**src/rtl/sync_fifo_param_if.sv**
```systemverilog
// rtl/sync_fifo_param_if.sv - handshake/status bundle for sync_fifo_param
// Purpose: groups the FIFO write/read handshake, data and status signals.
// Signals:
//   din, wr_en, rd_en               producer/consumer requests (master drives)
//   dout                            read data (FIFO drives)
//   full, empty                     occupancy limits
//   almost_full, almost_empty       programmable threshold flags
//   data_count                      words written and not yet read
//   overflow, underflow             1-cycle pulses for rejected requests
// Modports: master = FIFO user, slave = FIFO.
interface sync_fifo_param_if #(
  parameter int DATA_W = 8,
  parameter int DEPTH  = 16
);
  logic [DATA_W-1:0]        din;
  logic                     wr_en;
  logic                     rd_en;
  logic [DATA_W-1:0]        dout;
  logic                     full;
  logic                     empty;
  logic                     almost_full;
  logic                     almost_empty;
  logic [$clog2(DEPTH):0]   data_count;
  logic                     overflow;
  logic                     underflow;

  modport master (
    output din, wr_en, rd_en,
    input  dout, full, empty, almost_full, almost_empty, data_count, overflow, underflow
  );

  modport slave (
    input  din, wr_en, rd_en,
    output dout, full, empty, almost_full, almost_empty, data_count, overflow, underflow
  );
endinterface

```
**src/rtl/sync_fifo_param.sv**
```systemverilog
// rtl/sync_fifo_param.sv - parametrised single-clock FIFO, standard or FWFT read
// Purpose: single-clock FIFO with registered flags, occupancy count and
//          overflow/underflow pulses. FWFT=0 registers dout one cycle after an
//          accepted read; FWFT=1 presents the head word combinationally.
// Ports:
//   clk   in  single clock, all logic on posedge
//   rst   in  asynchronous active-high reset
//   bus   slave modport of sync_fifo_param_if (din/wr_en/rd_en in,
//         dout/full/empty/almost_full/almost_empty/data_count/overflow/underflow out)
module sync_fifo_param #(
  parameter int DATA_W    = 8,
  parameter int DEPTH     = 16,
  parameter int FWFT      = 0,
  parameter int AFULL_TH  = 14,
  parameter int AEMPTY_TH = 2
) (
  input  logic               clk,
  input  logic               rst,
  sync_fifo_param_if.slave   bus
);
  localparam int AW = $clog2(DEPTH);
  localparam int CW = AW + 1;

  logic [DATA_W-1:0] r_mem [DEPTH];
  logic [AW:0]       r_wr_ptr;
  logic [AW:0]       r_rd_ptr;
  logic [AW:0]       r_count;
  logic              r_full;
  logic              r_empty;
  logic              r_almost_full;
  logic              r_almost_empty;
  logic              r_overflow;
  logic              r_underflow;

  logic              w_wr_ok;
  logic              w_rd_ok;
  logic [AW:0]       w_count_nxt;
  logic [AW-1:0]     w_wr_addr;
  logic [AW-1:0]     w_rd_addr;

  // Acceptance uses the registered flags, so a pop in the same cycle never
  // frees room for a write that arrived while full (and vice versa when empty).
  assign w_wr_ok     = bus.wr_en && !r_full;
  assign w_rd_ok     = bus.rd_en && !r_empty;
  assign w_count_nxt = r_count + CW'(w_wr_ok) - CW'(w_rd_ok);
  assign w_wr_addr   = r_wr_ptr[AW-1:0];
  assign w_rd_addr   = r_rd_ptr[AW-1:0];

  always_ff @(posedge clk or posedge rst) begin
    if (rst) begin
      r_wr_ptr       <= '0;
      r_rd_ptr       <= '0;
      r_count        <= '0;
      r_full         <= 1'b0;
      r_empty        <= 1'b1;
      r_almost_full  <= 1'b0;
      r_almost_empty <= 1'b1;
      r_overflow     <= 1'b0;
      r_underflow    <= 1'b0;
    end else begin
      if (w_wr_ok) r_wr_ptr <= r_wr_ptr + CW'(1);
      if (w_rd_ok) r_rd_ptr <= r_rd_ptr + CW'(1);
      r_count        <= w_count_nxt;
      // Flags follow the next count so they change on the same edge as data_count.
      r_full         <= (w_count_nxt == CW'(DEPTH));
      r_empty        <= (w_count_nxt == '0);
      r_almost_full  <= (w_count_nxt >= CW'(AFULL_TH));
      r_almost_empty <= (w_count_nxt <= CW'(AEMPTY_TH));
      r_overflow     <= bus.wr_en && r_full;
      r_underflow    <= bus.rd_en && r_empty;
    end
  end

  // Storage is deliberately not reset; the pointers make stale words unreachable.
  always_ff @(posedge clk) begin
    if (w_wr_ok) r_mem[w_wr_addr] <= bus.din;
  end

  generate
    if (FWFT == 0) begin : g_std
      logic [DATA_W-1:0] r_dout;
      always_ff @(posedge clk or posedge rst) begin
        if (rst)          r_dout <= '0;
        else if (w_rd_ok) r_dout <= r_mem[w_rd_addr];
      end
      assign bus.dout = r_dout;
    end else begin : g_fwft
      // Head word is visible directly; meaningless while empty.
      assign bus.dout = r_mem[w_rd_addr];
    end
  endgenerate

  assign bus.full         = r_full;
  assign bus.empty        = r_empty;
  assign bus.almost_full  = r_almost_full;
  assign bus.almost_empty = r_almost_empty;
  assign bus.data_count   = r_count;
  assign bus.overflow     = r_overflow;
  assign bus.underflow    = r_underflow;
endmodule
```
**src/flat_wrapper.sv**
```systemverilog
// flat-port wrapper written by rule: the top's interface ports become plain ports
module sync_fifo_param_flat 
#(
  parameter int DATA_W    = 8,
  parameter int DEPTH     = 16,
  parameter int FWFT      = 0,
  parameter int AFULL_TH  = 14,
  parameter int AEMPTY_TH = 2
)
  (clk, rst, bus_din, bus_wr_en, bus_rd_en, bus_dout, bus_full, bus_empty, bus_almost_full, bus_almost_empty, bus_data_count, bus_overflow, bus_underflow);
  sync_fifo_param_if #(.DATA_W(DATA_W), .DEPTH(DEPTH)) bus_i ();
  input  logic clk;
  input  logic rst;
  input wire logic [$bits(bus_i.din)-1:0] bus_din;
  input wire logic [$bits(bus_i.wr_en)-1:0] bus_wr_en;
  input wire logic [$bits(bus_i.rd_en)-1:0] bus_rd_en;
  output wire logic [$bits(bus_i.dout)-1:0] bus_dout;
  output wire logic [$bits(bus_i.full)-1:0] bus_full;
  output wire logic [$bits(bus_i.empty)-1:0] bus_empty;
  output wire logic [$bits(bus_i.almost_full)-1:0] bus_almost_full;
  output wire logic [$bits(bus_i.almost_empty)-1:0] bus_almost_empty;
  output wire logic [$bits(bus_i.data_count)-1:0] bus_data_count;
  output wire logic [$bits(bus_i.overflow)-1:0] bus_overflow;
  output wire logic [$bits(bus_i.underflow)-1:0] bus_underflow;
  assign bus_i.din = bus_din;
  assign bus_i.wr_en = bus_wr_en;
  assign bus_i.rd_en = bus_rd_en;
  assign bus_dout = bus_i.dout;
  assign bus_full = bus_i.full;
  assign bus_empty = bus_i.empty;
  assign bus_almost_full = bus_i.almost_full;
  assign bus_almost_empty = bus_i.almost_empty;
  assign bus_data_count = bus_i.data_count;
  assign bus_overflow = bus_i.overflow;
  assign bus_underflow = bus_i.underflow;
  sync_fifo_param #(.DATA_W(DATA_W), .DEPTH(DEPTH), .FWFT(FWFT), .AFULL_TH(AFULL_TH), .AEMPTY_TH(AEMPTY_TH)) u_core (.clk(clk), .rst(rst), .bus(bus_i));
endmodule
```
**config.mk**
```make
export PLATFORM = sky130hd
export DESIGN_NAME = sync_fifo_param_flat
export DESIGN_NICKNAME = d
export VERILOG_FILES = /design/src/rtl/sync_fifo_param_if.sv /design/src/rtl/sync_fifo_param.sv /design/src/flat_wrapper.sv
export SDC_FILE = /design/constraint.sdc
export NUM_CORES = 1
export LEC_CHECK = 0
export CORE_MARGIN = 1
export CORE_UTILIZATION = 25
export CTS_CLUSTER_SIZE = 40
export DETAILED_ROUTE_END_ITERATION = 10
export PLACE_DENSITY_LB_ADDON = 0.3
export SYNTH_ARGS = -nofsm -noshare
export SYNTH_HDL_FRONTEND = slang
export SYNTH_SLANG_ARGS = --single-unit
```
**constraint.sdc**
```tcl
create_clock -name clk -period 3.87 [get_ports clk]
set_clock_uncertainty 0.15 [all_clocks]
set_input_delay 0.774 -clock clk [delete_from_list [all_inputs] [get_ports clk]]
set_output_delay 0.774 -clock clk [all_outputs]
set_load 0.005 [all_outputs]
```
==> results of run 1 <==
final cells by class:
class	instances	area share, %
Sequential cell	155	60.0
Multi-Input combinational cell	145	20.2
Timing Repair Buffer	53	6.28
Clock buffer	19	5.75
Tap cell	324	5.38
Clock inverter	13	1.86
Inverter	10	0.498
power groups by stage:
stage                     logic (mW)  registers (mW)  clock network, mW
after global routing            1.87            2.36               1.73
after CTS                       1.76            2.33               1.67
after global placement          1.72            2.35                  0
after floorplan                 1.26            2.23                  0
after detailed placement        1.75            2.36                  0
final                           1.72            2.32               1.64
cell usage in the layout (no fill, tap or decap), drive strengths merged, types with 3 or more instances in the layout:
| cell type | count |
|---|---|
| a211oi | 8 |
| a21oi | 6 |
| a221o | 3 |
| buf | 23 |
| clkbuf | 19 |
| clkdlybuf4s50 | 30 |
| clkinv | 5 |
| dfrtp | 25 |
| edfxtp | 128 |
| ha | 10 |
| inv | 14 |
| mux2 | 5 |
| mux2i | 5 |
| mux4 | 30 |
| nand2 | 13 |
| nand2b | 4 |
| nor2 | 20 |
| nor2b | 9 |
| nor3 | 4 |
| xnor2 | 9 |
kinds of logic after synthesis:
family / count (synthesis)
buffers and inverters: 25
AND/OR/NAND/NOR: 58
multiplexers: 40
AO/OA/AOI/OAI: 26
flip-flops: 155
adder cells (fa/ha/maj): 11
XOR/XNOR: 10
through the flow:
stage	total power [mW]	area, sq um	cells	utilization [%]	setup WS [ns]
final	5.67	7530	719	31.1	0.801
after global routing	5.96	7530	719	31.1	0.624
after CTS	5.76	7530	719	31.1	0.797
after detailed placement	4.11	6960	687	28.7	0.375
after global placement	4.06	6960	687	28.7	0.503
after floorplan	3.48	6170	325	-	0.771
worst register-to-register path, delay by kind of cell, from the launching register on:
kind	cells	cell delay [ns]
flops	1	0.54
compound gates	3	0.73
buf+inv	2	0.13
fa+ha+maj	3	0.88
xor+xnor	1	0.16
simple gates	1	0.13
registers in the layout (all words and copies together) (netlist names):
name	cells
u_core.r_rd_ptr	4
u_core.bus.data_count	5
u_core.bus.underflow	1
u_core.r_wr_ptr	4
u_core.bus.full	1
u_core.bus.overflow	1
u_core.bus.empty	1
u_core.bus.almost_full	1
u_core.bus.dout	8
u_core.r_mem	128
u_core.bus.almost_empty	1
how the worst max path moves through the flow:
stage          startpoint                      end  slack (ns)  cells after the start
2_1_floorplan   bus_rd_en          u_core.bus.full        0.77                     11
3_3_place_gp    bus_rd_en          u_core.bus.full        0.50                     11
3_5_place_dp    bus_rd_en  u_core.bus.almost_empty        0.37                     11
6_report        bus_rd_en  u_core.bus.almost_empty        0.80                     11
4_1_cts         bus_rd_en  u_core.bus.almost_empty        0.80                     11
5_1_grt         bus_rd_en  u_core.bus.almost_empty        0.62                     11
routing by layer:
layer / up-vias / global-route usage, % / wire [um] / part of all wire [%]
met4: 0 / 4.20 / 180 / 1.4
li1: 1395 / - / - / -
met1: 1638 / 13.9 / 5970 / 46
met2: 68 / 17.1 / 6260 / 48
met5: - / 0 / 0 / 0
met3: 15 / 3.41 / 611 / 4.7
==> impl_metrics.toml, run 1 <==
[outcome]
status = "finished clean"

[routing]
ant_nets = 0
drc = 0
via_per_inst = 4.33
vias = 3116
first_pass_iters = 4
totalWireLength_um = 13000
drtIter0Drc = 233
wire_per_inst_um = 18.1

[clock_network]
cts_inserted_buffers = 17
clkTransAtPathRegs_ns = 0.06
cts_resized = 0
cts_tree = "built"
cts_root_buf = "clkbuf_16"
postCtsSetupBuffers = 0
cts_buffer_depth = 2
cts_max_level = 4
clk_latency_ns = 0.42
cts.sinks = 155
cts_hold_buf = 0

[sta]
slew_viol_final = 0
min_period_ns = 3.07
relSlewSlack_pct = 35.8
finalSetupViolations = 0
min_period_over_period_pct = 79.3
timing.hold.ws_ns = 0.361
rsz0062_at_grt = "false"
fmax_mhz = 326
hold_viol = 0
fin_tns_setup_ns = 0
worstMarginPinSlew_ns = 0.963

[die]
die_area_sq_um = 25300
die_width_um = 159
initial_utilization_pct = 25.5
dieHeight_um = 159
pin_count = 31
rows = 57
core_sq_um = 24200

[worst_setup_path]
reg2reg_to = "u_core.bus.almost_empty"
cp_cell_sequence = "clkdlybuf4s50_1 > nand2b_1 > clkinv_1 > ha_1 > inv_1 > ha_1 > fa_1 > a21o_1 > a21oi_1 > xnor2_1 > a2111oi_0"
worst_path_largest_cell_delay_ns = 0.41
reg2reg_slack_ns = 1.01
r2r_start = "u_core.bus.empty"
worstPathRequired_ns = 4.00
cp-start-kind = "input pin"
crit_buf_inv = 3
path_max_fanout = 5
path_delay_family = "adder cells"
worst_path_max_delay_cell = "clkdlybuf4s50_1"
r2r_cells = 10
cpMostUsedCell = "ha_1"
cp_data_arrival_time_ns = 3.20
worstSetupPathType = "in -> reg"
crit_path_end_kind = "flop"

[logic_synthesis]
synth_edf_count = 128
synth_async_sr_flop_share_pct = 17.4
syn_inst = 325
synth.mux.area_fraction_pct = 13.4
synth_compound_area_share_pct = 3.02
synth_cell_type_count = 40
synth_top_area_cell = "edfxtp_1"
ys_ff_latch = 155
synth_top_cells_by_count = "edfxtp_1, dfrtp_1, nor2_1, mux4_2, nand2_1"
synth_top_cells_by_area = "edfxtp_1, dfrtp_1, mux4_2"
synth_ff_type = "edfxtp_1"
yosys.area_share.simple_pct = 4.48
synth_top_family_by_area = "multiplexers"
synth_top_area_share_pct = 62.2
synth-adder-area-share_pct = 2.35
yosysWarnings = 0
syn_area_sq_um = 6170
synth_nets = 348
ys_seq_area_share_pct = 73.2
yosysMostFrequentCell = "edfxtp_1"
syn_area_per_cell_sq_um = 19.0
synth_xor_area_share_pct = 1.42

[cells_and_area]
nets = 405
drive_gt1_share_pct = 20.5
seqCellArea_sq_um = 4520
syn_to_final_growth_pct = 22.0
multi_input_area_sq_um = 1520
antenna_cells = 0
fill_cells = 2390

[power]
leakage_nw = 2.59
switching_share_pct = 30.8
p_sw_mw = 1.75
intPower_mw = 3.92
pwr-share-clk_pct = 28.9
seqPwrFrac_pct = 40.8
vdd.ir_drop.worst_mv = 0.283
pwr_density_cell_nw_per_um2 = 753
combinationalPowerShare_pct = 30.3

[place]
gp_congestion = 0.732
detailed_place_hpwl_um = 7970
io_buffers = 30

[worst_hold_path]
min_to = "u_core.r_rd_ptr[3]"
hold_path.class = "reg -> reg"
worstHoldStart = "u_core.r_rd_ptr[3]"
worstHoldPathCells = 1

[global_route]
gr-total-overflow = 0
grt_pass1_wl_um = 19700
grt_max_degree = 34
antenna_found_initial = 0
grt_pass1_vias = 3239
track_usage_pct = 10.8

[flow_run]
max-cap-violations = 0
No activity file was read; power rests on OpenSTA's default activity.
==> inputs of run 2 (changes only) <==
==> constraint.sdc (replaced) <==
create_clock -name clk -period 2.75 [get_ports clk]
set_clock_uncertainty 0.15 [all_clocks]
set_input_delay 0.55 -clock clk [delete_from_list [all_inputs] [get_ports clk]]
set_output_delay 0.55 -clock clk [all_outputs]
set_load 0.005 [all_outputs]
==> run 2 against run 1 <==
Sequential share of layout area decreased by 1.1 points. Critical path type unchanged. Setup slack got worse by 0.68 ns. Critical path depth unchanged. Global-route usage decreased by 0.27 points. Highest routed layer unchanged. Register-to-register slack got worse by 0.86 ns. Via count decreased by 1.7%. Die area unchanged. Clock power increased by 41%.
==> impl_metrics.toml, run 2 (synthesis gave the netlist of run 1 again) <==
[outcome]
status = "finished clean"

[place]
dpl.cell_count = 692
gp_congestion = 0.730
detailed_place_hpwl_um = 8170
placed_area_sq_um = 7050
io_buffers = 30

[routing]
vias = 3064
totalWireLength_um = 12600
ant_nets = 0
wire_per_inst_um = 17.4
first_pass_iters = 4
drc = 0
drtIter0Drc = 236
via_per_inst = 4.23

[clock_network]
cts_max_level = 4
cts_root_buf = "clkbuf_16"
cts_buffer_depth = 2
clk_latency_ns = 0.42
cts_tree = "built"
postCtsSetupBuffers = 0
cts_inserted_buffers = 17
clkTransAtPathRegs_ns = 0.06
cts_hold_buf = 0
cts.sinks = 155

[cells_and_area]
largest-register = "u_core.r_mem"
fill_cells = 2379
largest_reg_flops = 128
final_cells = 724
multi_input_area_sq_um = 1570
antenna_cells = 0
drive_gt1_share_pct = 24.0
seqCellArea_sq_um = 4520
syn_to_final_growth_pct = 24.4
final_cell_mix = "edfxtp_1, clkdlybuf4s50_1, buf_4"
nets = 410
final_area_sq_um = 7680
mostFrequentLayoutCell = "edfxtp_1"

[global_route]
grt_pass1_vias = 3348
gr-total-overflow = 0
grt_max_degree = 34
antenna_found_initial = 0
grt_pass1_wl_um = 19800
track_usage_pct = 10.6

[sta]
min_period_ns = 2.63
rsz0062_at_grt = "false"
min_period_over_period_pct = 95.6
fmax_mhz = 380
worstMarginPinSlew_ns = 0.668
hold_viol = 0
relSlewSlack_pct = 55.2
finalSetupViolations = 0
slew_viol_final = 0
timing.hold.ws_ns = 0.362

[die]
dieHeight_um = 159
rows = 57
pin_count = 31
initial_utilization_pct = 25.5
die_area_sq_um = 25300
die_width_um = 159
core_sq_um = 24200

[power]
p_sw_mw = 2.61
switching_share_pct = 31.3
pwr-share-clk_pct = 27.9
finalPower_mw = 8.34
combinationalPowerShare_pct = 33.9
leakage_nw = 2.64
vdd.ir_drop.worst_mv = 0.470
intPower_mw = 5.73
seqPwrFrac_pct = 38.3
pwr_density_cell_nw_per_um2 = 1090

[worst_setup_path]
cp-start-kind = "input pin"
worstSetupPathType = "in -> reg"
worstPathRequired_ns = 2.93
path_max_fanout = 5
cp_data_arrival_time_ns = 2.81
crit_path_end_kind = "flop"

[flow_run]
max-cap-violations = 0

[worst_hold_path]
hold_path.class = "in -> async"
[run 2: final timing paths]
| check | startpoint | end | slack (ns) | depth (start not counted) |
|---|---|---|---|---|
| max in group asynchronous | rst | u_core.bus.almost_empty | 1.78 | 3 |
| worst max register to register | u_core.bus.empty | u_core.bus.full | 0.15 | 10 |
| worst min-delay path | rst | u_core.bus.underflow | 0.36 | 3 |
| worst min register to register | u_core.r_rd_ptr[3] | u_core.r_rd_ptr[3] | 0.36 | 1 |
| min in group clk | u_core.r_rd_ptr[3] | u_core.r_rd_ptr[3] | 0.36 | 1 |
| worst max-delay path | bus_rd_en | u_core.bus.full | 0.12 | 11 |
[run 2: what timing repair did]
action / in CTS / in global routing
endpoints found under the setup margin: 3 / 2
gates resized for setup: 5 / 2
hold endpoints to repair: 0 / 0
pin swaps: 0 / 1
[run 2: area by class of cell]
class / count / share of cell area, %
clock buffers: 17 / 5.54
clock inverters: 15 / 2.13
inverters: 10 / 0.554
multi-input cells: 145 / 20.5
flip-flops and latches: 155 / 58.9
well taps: 324 / 5.28
repair buffers: 58 / 7.14
[run 2: per-layer routing]
metal	track usage, %	routed length (um)
met1	14.0	5910
met2	16.4	5930
met3	3.46	616
met4	3.28	152
met5	0	0
[run 2: power by group through the flow]
stage | sequential (mW) | clock (mW) | combinational [mW]
floorplan | 3.13 | 0 | 1.80
global placement | 3.22 | 0 | 2.64
detailed placement | 3.24 | 0 | 2.71
CTS | 3.20 | 2.38 | 2.84
global route | 3.24 | 2.47 | 3.07
finish | 3.19 | 2.32 | 2.82
[run 2: critical path, stage by stage]
cell and delay (ns):
clkdlybuf4s50_1 0.46, nand2b_4 0.11, clkinv_4 0.05, ha_1 0.26
inv_1 0.04, ha_1 0.21, fa_2 0.35, a21o_1 0.17
a21oi_2 0.18, xnor2_2 0.19, nor4b_4 0.24
[run 2: per-stage QoR]
step / utilization [%] / setup WS, ns / TNS (ns)
2_1_floorplan: - / 0.0271 / 0
3_3_place_gp: 29.1 / -0.402 / -1.47
3_5_place_dp: 29.1 / -0.576 / -2.05
4_1_cts: 31.6 / 0.0248 / 0
5_1_grt: 31.7 / 0.00750 / 0
6_report: 31.7 / 0.120 / 0
==> inputs of run 3 (changes only) <==
--- a/config.mk
+++ b/config.mk
@@ -5,6 +5,7 @@
 export SDC_FILE = /design/constraint.sdc
 export NUM_CORES = 1
 export LEC_CHECK = 0
+export CAP_MARGIN = 30
 export CORE_MARGIN = 1
 export CORE_UTILIZATION = 25
 export CTS_CLUSTER_SIZE = 40
==> results of run 3 <==
Final layout, timing and power as in run 2 (identical DEF).
